==> src/rtl/counter_cmd_seq_pkg.sv <==
// Shared definitions for the command sequencer: counter mode codes and FSM states.
`ifndef COUNTER_CMD_SEQ_PKG_SV
`define COUNTER_CMD_SEQ_PKG_SV

package counter_cmd_seq_pkg;

    // Counter mode codes understood by the downstream counter
    localparam logic [1:0] MODE_UP3  = 2'b00;
    localparam logic [1:0] MODE_DN1  = 2'b01;
    localparam logic [1:0] MODE_UP1  = 2'b10;
    localparam logic [1:0] MODE_LOAD = 2'b11;

    // Sequencer states: waiting for work, or executing a command
    typedef enum logic {
        ST_IDLE = 1'b0,
        ST_RUN  = 1'b1
    } seq_state_t;

endpackage

`endif

==> src/rtl/cmd_fifo.sv <==
// Small synchronous command FIFO with registered occupancy count.
// Pointers wrap naturally because DEPTH is a power of two.
module cmd_fifo #(
    parameter int DEPTH = 4,
    parameter int WIDTH = 10
) (
    input  logic                     clk,
    input  logic                     reset_L,
    input  logic                     push,
    input  logic [WIDTH-1:0]         push_data,
    input  logic                     pop,
    output logic [WIDTH-1:0]         head,
    output logic [$clog2(DEPTH):0]   count,
    output logic                     full,
    output logic                     empty
);

    localparam int AW = $clog2(DEPTH);
    localparam logic [AW-1:0] PTR_ONE  = AW'(1);
    localparam logic [AW:0]   CNT_ONE  = (AW + 1)'(1);
    localparam logic [AW:0]   CNT_FULL = (AW + 1)'(DEPTH);

    logic [WIDTH-1:0] mem [DEPTH];
    logic [AW-1:0]    wr_ptr;
    logic [AW-1:0]    rd_ptr;
    logic             do_push;
    logic             do_pop;

    assign full    = (count == CNT_FULL);
    assign empty   = (count == '0);
    assign do_push = push && !full;
    assign do_pop  = pop && !empty;
    assign head    = mem[rd_ptr];

    // Storage array; contents need no reset since count gates every read
    always_ff @(posedge clk) begin
        if (do_push) begin
            mem[wr_ptr] <= push_data;
        end
    end

    // Pointer and occupancy bookkeeping; simultaneous push and pop leaves count unchanged
    always_ff @(posedge clk or negedge reset_L) begin
        if (!reset_L) begin
            wr_ptr <= '0;
            rd_ptr <= '0;
            count  <= '0;
        end else begin
            if (do_push) begin
                wr_ptr <= wr_ptr + PTR_ONE;
            end
            if (do_pop) begin
                rd_ptr <= rd_ptr + PTR_ONE;
            end
            case ({do_push, do_pop})
                2'b10:   count <= count + CNT_ONE;
                2'b01:   count <= count - CNT_ONE;
                default: count <= count;
            endcase
        end
    end

endmodule

==> src/rtl/counter_cmd_seq.sv <==
// Command sequencer: queues {mode, data, len} commands and plays each one onto
// the counter control lines for len+1 cycles, chaining queued commands with no gap.
module counter_cmd_seq
    import counter_cmd_seq_pkg::*;
#(
    parameter int DEPTH = 4,
    parameter int LEN_W = 4
) (
    input  logic                     clk,
    input  logic                     reset_L,
    input  logic                     cmd_valid,
    output logic                     cmd_ready,
    input  logic [1:0]               cmd_mode,
    input  logic [3:0]               cmd_data,
    input  logic [LEN_W-1:0]         cmd_len,
    output logic                     enable,
    output logic [1:0]               mode,
    output logic [3:0]               D,
    output logic                     last,
    output logic                     busy,
    output logic [$clog2(DEPTH):0]   fifo_count
);

    localparam int FW = 2 + 4 + LEN_W;
    localparam logic [LEN_W-1:0] LEN_ONE = LEN_W'(1);

    seq_state_t       state;
    seq_state_t       state_next;
    logic             enable_next;
    logic [1:0]       mode_next;
    logic [3:0]       d_next;
    logic [LEN_W-1:0] remain;
    logic [LEN_W-1:0] remain_next;

    logic             push;
    logic             pop;
    logic             fifo_full;
    logic             fifo_empty;
    logic [FW-1:0]    fifo_head;
    logic [1:0]       head_mode;
    logic [3:0]       head_data;
    logic [LEN_W-1:0] head_len;

    // Ready depends only on the registered FIFO count, never on cmd_valid
    assign cmd_ready = !fifo_full;
    assign push      = cmd_valid && cmd_ready;
    assign {head_mode, head_data, head_len} = fifo_head;

    cmd_fifo #(
        .DEPTH (DEPTH),
        .WIDTH (FW)
    ) u_fifo (
        .clk       (clk),
        .reset_L   (reset_L),
        .push      (push),
        .push_data ({cmd_mode, cmd_data, cmd_len}),
        .pop       (pop),
        .head      (fifo_head),
        .count     (fifo_count),
        .full      (fifo_full),
        .empty     (fifo_empty)
    );

    assign busy = (state == ST_RUN);
    assign last = (state == ST_RUN) && (remain == '0);

    // Next-state decode: pop and load when idle or finishing, otherwise count down
    always_comb begin
        state_next  = state;
        enable_next = enable;
        mode_next   = mode;
        d_next      = D;
        remain_next = remain;
        pop         = 1'b0;
        case (state)
            ST_IDLE: begin
                if (!fifo_empty) begin
                    pop         = 1'b1;
                    state_next  = ST_RUN;
                    enable_next = 1'b1;
                    mode_next   = head_mode;
                    d_next      = head_data;
                    remain_next = head_len;
                end
            end
            ST_RUN: begin
                if (remain == '0) begin
                    if (!fifo_empty) begin
                        pop         = 1'b1;
                        enable_next = 1'b1;
                        mode_next   = head_mode;
                        d_next      = head_data;
                        remain_next = head_len;
                    end else begin
                        state_next  = ST_IDLE;
                        enable_next = 1'b0;
                        mode_next   = MODE_UP3;
                        d_next      = 4'h0;
                        remain_next = '0;
                    end
                end else begin
                    remain_next = remain - LEN_ONE;
                end
            end
            default: begin
                state_next  = ST_IDLE;
                enable_next = 1'b0;
                mode_next   = MODE_UP3;
                d_next      = 4'h0;
                remain_next = '0;
            end
        endcase
    end

    // State and counter-control registers; reset drops everything to idle at once
    always_ff @(posedge clk or negedge reset_L) begin
        if (!reset_L) begin
            state  <= ST_IDLE;
            enable <= 1'b0;
            mode   <= MODE_UP3;
            D      <= 4'h0;
            remain <= '0;
        end else begin
            state  <= state_next;
            enable <= enable_next;
            mode   <= mode_next;
            D      <= d_next;
            remain <= remain_next;
        end
    end

endmodule
==> config.mk <==
export PLATFORM = sky130hd
export DESIGN_NAME = counter_cmd_seq
export DESIGN_NICKNAME = d
export VERILOG_FILES = /design/src/rtl/counter_cmd_seq_pkg.sv /design/src/rtl/cmd_fifo.sv /design/src/rtl/counter_cmd_seq.sv
export SDC_FILE = /design/constraint.sdc
export NUM_CORES = 1
export LEC_CHECK = 0
export CELL_PAD_IN_SITES_DETAIL_PLACEMENT = 1
export CELL_PAD_IN_SITES_GLOBAL_PLACEMENT = 2
export CORE_MARGIN = 10
export CORE_UTILIZATION = 44
export DETAILED_ROUTE_END_ITERATION = 12
export GPL_TIMING_DRIVEN = 0
export PLACE_DENSITY_LB_ADDON = 0.1
export RECOVER_POWER = 100
export SLEW_MARGIN = 20
export SYNTH_ARGS = -nofsm -noshare
export SYNTH_HDL_FRONTEND = slang
export SYNTH_SLANG_ARGS = --single-unit
export TNS_END_PERCENT = 1
==> constraint.sdc <==
create_clock -name clk -period 4.9 [get_ports clk]
set_input_delay 0.735 -clock clk [delete_from_list [all_inputs] [get_ports clk]]
set_output_delay 0.735 -clock clk [all_outputs]
set_load 0.05 [all_outputs]
# Word-level counts from Yosys, hierarchy flattened
# Memory sizes are Yosys's and may differ from the RTL's.
# Cells that the tools add are included.
# classes
addsub	5
eq_ne	5
mux	23
bitwise	1
reduce_logical	10
# op_table
operator	count
$mux 4	6
$pmux 4 s2	2
$mux 1	7
$mux 2	3
$pmux 1 s2	3
$pmux 3 s2	1
$add 2x1->2 const B	2
$logic_and 1x1->1	4
$logic_not 4->1	1
$pmux 2 s2	1
$sub 4x1->4 const B	1
$add 3x1->3 const B	1
$eq 3x3->1 const B	1
$logic_not 3->1	1
$sub 3x1->3 const B	1
$eq 2x1->1 const B	1
$eq 2x2->1 const B	1
$logic_not 1->1	2
$ne 2x1->1 const B	1
$ne 2x2->1 const B	1
$reduce_and 2->1	1
$reduce_bool 2->1	1
$not 1->1	1
# word_totals
regBits	19
ram_bits	40
in_bits	13
out_inout_bits	13
elab_cells	53
memories	1
# memory_table
name	depth	word_bits	rd	rd_ports_with_merged_regs	wr	line_no	source
u_fifo.mem	4	10	1	0	1	cmd_fifo.sv:23	logic [WIDTH-1:0] mem [DEPTH];

# Depth between registers and ports, before layout
# logic_depth
word_depth	7
ltp_mapped	11

# Modules after synthesis
# From an unflattened synthesis, not the netlist that was laid out.
# hier_totals
hier_cells	142
area_unflattened_um2	2468.6
# by_module_without_submodules
module	instances	cells_each	area_each_um2	seq_area_each_um2
cmd_fifo	1	89	1885.6	1376.3
counter_cmd_seq	1	53	583.1	300.3

# Least setup slack after synthesis
# OpenSTA, ideal clock, no wires.
# synth_path
kind	flip-flop to flip-flop
from	register u_fifo.count[2]
to	register u_fifo.count[2]
t_arrival_ns	2.431
required_time_ns	4.818
setup_slack_ns	2.386
stages_incl_launch_ff	10
path_buffers	0
cell_sequence	dfrtp_1 > or3b_4 > and2_4 > inv_1 > ha_1 > inv_1 > fa_1 > xor2_1 > nor2_1 > xor2_1
# synth_via
word_cells_on_any_way	16
cone_classes	add/sub: 2; eq/ne: 3; mux: 4; reduce/logical: 7
# synth_rtl
element	line_no	source
start: declaration	cmd_fifo.sv:13	output logic [$clog2(DEPTH):0] count,
start signal: assignment	cmd_fifo.sv:56	2'b10: count <= count + CNT_ONE;
start signal: assignment	cmd_fifo.sv:57	2'b01: count <= count - CNT_ONE;
start signal: assignment	cmd_fifo.sv:58	default: count <= count;
$eq 3x3->1 (*)	cmd_fifo.sv:29	assign full = (count == CNT_FULL);
$logic_not 1->1 (*)	counter_cmd_seq.sv:45	assign cmd_ready = !fifo_full;
net cmd_ready	counter_cmd_seq.sv:12	output logic cmd_ready,
$logic_and 1x1->1	counter_cmd_seq.sv:46	assign push = cmd_valid && cmd_ready;
$logic_and 1x1->1 (*)	cmd_fifo.sv:31	assign do_push = push && !full;
$eq 2x1->1 or $eq 2x2->1 (tied branches)	cmd_fifo.sv:55	case ({do_push, do_pop})
$pmux 3 s2 or $reduce_bool 2->1 (tied branches)	-	
# Mark *: on every way through the listed nets, which the timed path passes. The rest lies on a longest branch.
# A chain may end at the register's enable or synchronous reset.

# Worst setup path in the final report
# layout_path
from	register remain[0]
to	register u_fifo.count[2]
# layout_via
elab_chain_cells	6
word_cells_on_any_way	8
cone_classes	eq/ne: 2; mux: 3; reduce/logical: 3
# layout_rtl
element	line_no	source
start: declaration	counter_cmd_seq.sv:32	logic [LEN_W-1:0] remain;
start signal: assignment	counter_cmd_seq.sv:128	remain <= remain_next;
$logic_not 4->1 (*)	counter_cmd_seq.sv:87	if (remain == '0) begin
$mux 1 (*)	counter_cmd_seq.sv:87	
$pmux 1 s2 (*)	counter_cmd_seq.sv:75	case (state)
$logic_and 1x1->1 (*)	cmd_fifo.sv:32	assign do_pop = pop && !empty;
net u_fifo.do_pop	cmd_fifo.sv:27	logic do_pop;
$eq 2x1->1 or $eq 2x2->1 (tied branches)	cmd_fifo.sv:55	
$pmux 3 s2 or $reduce_bool 2->1 (tied branches)	-	
# Marked as above.

==> impl_metrics.tcl <==
set metrics [dict create \
    cts_max_path_buffers 2 \
    diodes 0 \
    grt_pass1_wl_um 8040 \
    max_cap_violations 0 \
    fmax_mhz 304 \
    synthFlopType "edfxtp_1" \
    syn_to_final_growth_pct 20.3 \
    synth_fp_nets 165 \
    setup_viol 0 \
    worstHoldStart "D[1]" \
    p_leak_nw 1.12 \
    core_area_mm2 0.00547 \
    relSlewSlack_pct 21.4 \
    syn_area_per_cell_um2 17.2 \
    min-delay-path-class "reg -> reg" \
    start_util_pct 45.2 \
    port_buffers 25 \
    grt_antenna_before_repair 0 \
    drt_pre_antenna_iters 4 \
    layout_commonest_cell "edfxtp_1" \
    power_mw 1.97 \
    drc 0 \
    arrival_ns 3.54 \
    grt_pass1_vias 1561 \
    synth_edf_count 40 \
    start_kind "flop" \
    overflow 0 \
    rsz0062_at_grt "no" \
    grt_start_max_net_pins 20 \
    hold_buffers 0 \
    synth_cell_type_count 34 \
    first_iter_violations 37 \
    outcome "finished, final reports clean" \
    worstMarginPinSlew_ns 1.18 \
    placed_area_mm2 0.00281 \
    setup_tns_ns 0 \
    cts_tree "built" \
    ant_nets 0 \
    vdd_drop_max_v 0.000272 \
    cp_max_fo 8 \
    fin_worst_skew_ns 0.00607 \
    hold_path_depth 1 \
    fin_nets 201 \
    path_clk_slew_ns 0.07 \
    slew_violations 0 \
    finalHoldViolations 0 \
    power.density_mw_per_mm2 664 \
    cts_sinks 59 \
    dp_hpwl_um 3470 \
    end_kind "flop" \
    final.period_utilization_pct 67.1 \
    htreeDepth 3 \
    postCtsSetupBuffers 0 \
    wl_um 5010 \
    synth_seq_cells 59 \
    reg2reg_depth 11 \
    drive_above_1_share_pct 17.8 \
    grtUsageTotal_pct 12.3 \
    timing.rr.end "u_fifo.count[2]" \
    die_area_mm2 0.00901 \
    die_w_um 94.9 \
    ctsResizeCount 0 \
    io_pins 26 \
    min_to "D[1]" \
    cts_buffers 9 \
    crit_type "reg -> reg" \
    synth_warnings 0 \
    synth_async_sr_flop_share_pct 32.2 \
    clkLatencyLatePin_ns 0.33 \
    gp_congestion 0.769 \
    rows 27 \
    ctsRootBufferMaster "clkbuf_8" \
    yosysSeqAreaShare_pct 67.8 \
    design_area_mm2 0.00297 \
    vias 1385 \
    reg2reg_from "remain[0]" \
    synth_cells 144 \
    via_per_inst 5.39 \
    wl_per_cell_um 19.5 \
    syn_area_mm2 0.00247 \
    cp.required_ns 5.15 \
    fp.dieH_um 94.9 \
    holdWs_ns 0.508 \
    final_cell_mix "edfxtp_1, dlygate4sd3_1, dfrtp_1" \
    ff2ff_setup_slack_ns 1.61 \
    period_needed_ns 3.29 \
]
-- synthesized netlist by cell type (2+ instances only) --
| library cell | n | area, um^2 |
|---|---|---|
| edfxtp_1 | 40 | 1200 |
| xnor2_1 | 3 | 26.3 |
| and3_1 | 4 | 25.0 |
| ha_1 | 7 | 87.6 |
| nand2_1 | 5 | 18.8 |
| nand3_1 | 2 | 10.0 |
| o311ai_0 | 2 | 17.5 |
| nor2_1 | 3 | 11.3 |
| a22o_1 | 5 | 43.8 |
| inv_1 | 10 | 37.5 |
| xor2_1 | 3 | 26.3 |
| buf_6 | 2 | 22.5 |
| buf_2 | 2 | 10.0 |
| o21ai_0 | 3 | 15.0 |
| dfrtp_1 | 19 | 475 |
| mux4_2 | 10 | 225 |
| o211ai_1 | 7 | 52.6 |
-- how the worst max path moves through the flow --
stage,from,to,slack (ns),cells past startpoint
4_1_cts,remain[0],last,1.68,6
2_1_floorplan,u_fifo.count[2],u_fifo.count[2],2.39,9
3_3_place_gp,remain[0],last,2.09,6
6_report,remain[0],u_fifo.count[2],1.61,11
3_5_place_dp,remain[0],last,2.04,6
5_1_grt,remain[0],u_fifo.count[2],1.42,11
-- logic make-up after synthesis --
kind of cell | synth area share, %
fa+ha+maj | 4.35
buf+inv | 2.99
simple gates | 5.42
mux | 9.72
compound gates | 7.54
xor+xnor | 2.13
flops | 67.8
-- power by group --
part	switching, mW	total, mW	internal (mW)	leakage, nW
Combinational	0.460	0.765	0.306	0.431
Sequential	0.0858	0.773	0.687	0.594
Clock	0.199	0.436	0.237	0.0923
-- cell type report --
| type | count | area, um^2 |
|---|---|---|
| Timing Repair Buffer | 25 | 244 |
| Clock buffer | 9 | 124 |
| Sequential cell | 59 | 1680 |
| Multi-Input combinational cell | 70 | 697 |
| Clock inverter | 7 | 75.1 |
| Inverter | 10 | 37.5 |
| Buffer | 5 | 28.8 |
| Tap cell | 72 | 90.1 |
| Fill cell | 540 | 2500 |
-- layer usage --
metal / track usage [%] / part of all wire, %
met2: 20.9 / 52
met1: 13.2 / 41
met5: 0 / 0
met4: 4.86 / 1.6
met3: 5.23 / 5.5
-- state kept, by name, indices dropped and copies added, names as in the netlist, 2 cells and up --
name,flops
u_fifo.count,3
u_fifo.wr_ptr,2
u_fifo.rd_ptr,2
D,4
mode,2
u_fifo.mem,40
remain,4
-- per-stage QoR --
step                      utilization [%]  cells  setup WS [ns]
after global routing                 54.3    257           1.42
after CTS                            55.0    257           1.68
after detailed placement             51.4    241           2.04
after floorplan                         -    144           2.39
after global placement               51.4    241           2.09
final                                54.3    257           1.61
-- critical path, stage by stage (launching register included) --
cell      delay (ns)
dfrtp_1         0.40
inv_1           0.13
ha_1            0.18
or3b_1          0.35
clkbuf_1        0.18
a21oi_1         0.80
ha_1            0.31
inv_1           0.06
fa_1            0.37
xor2_1          0.15
nor2_1          0.12
xor2_1          0.16
No activity file was read; power rests on OpenSTA's default activity.
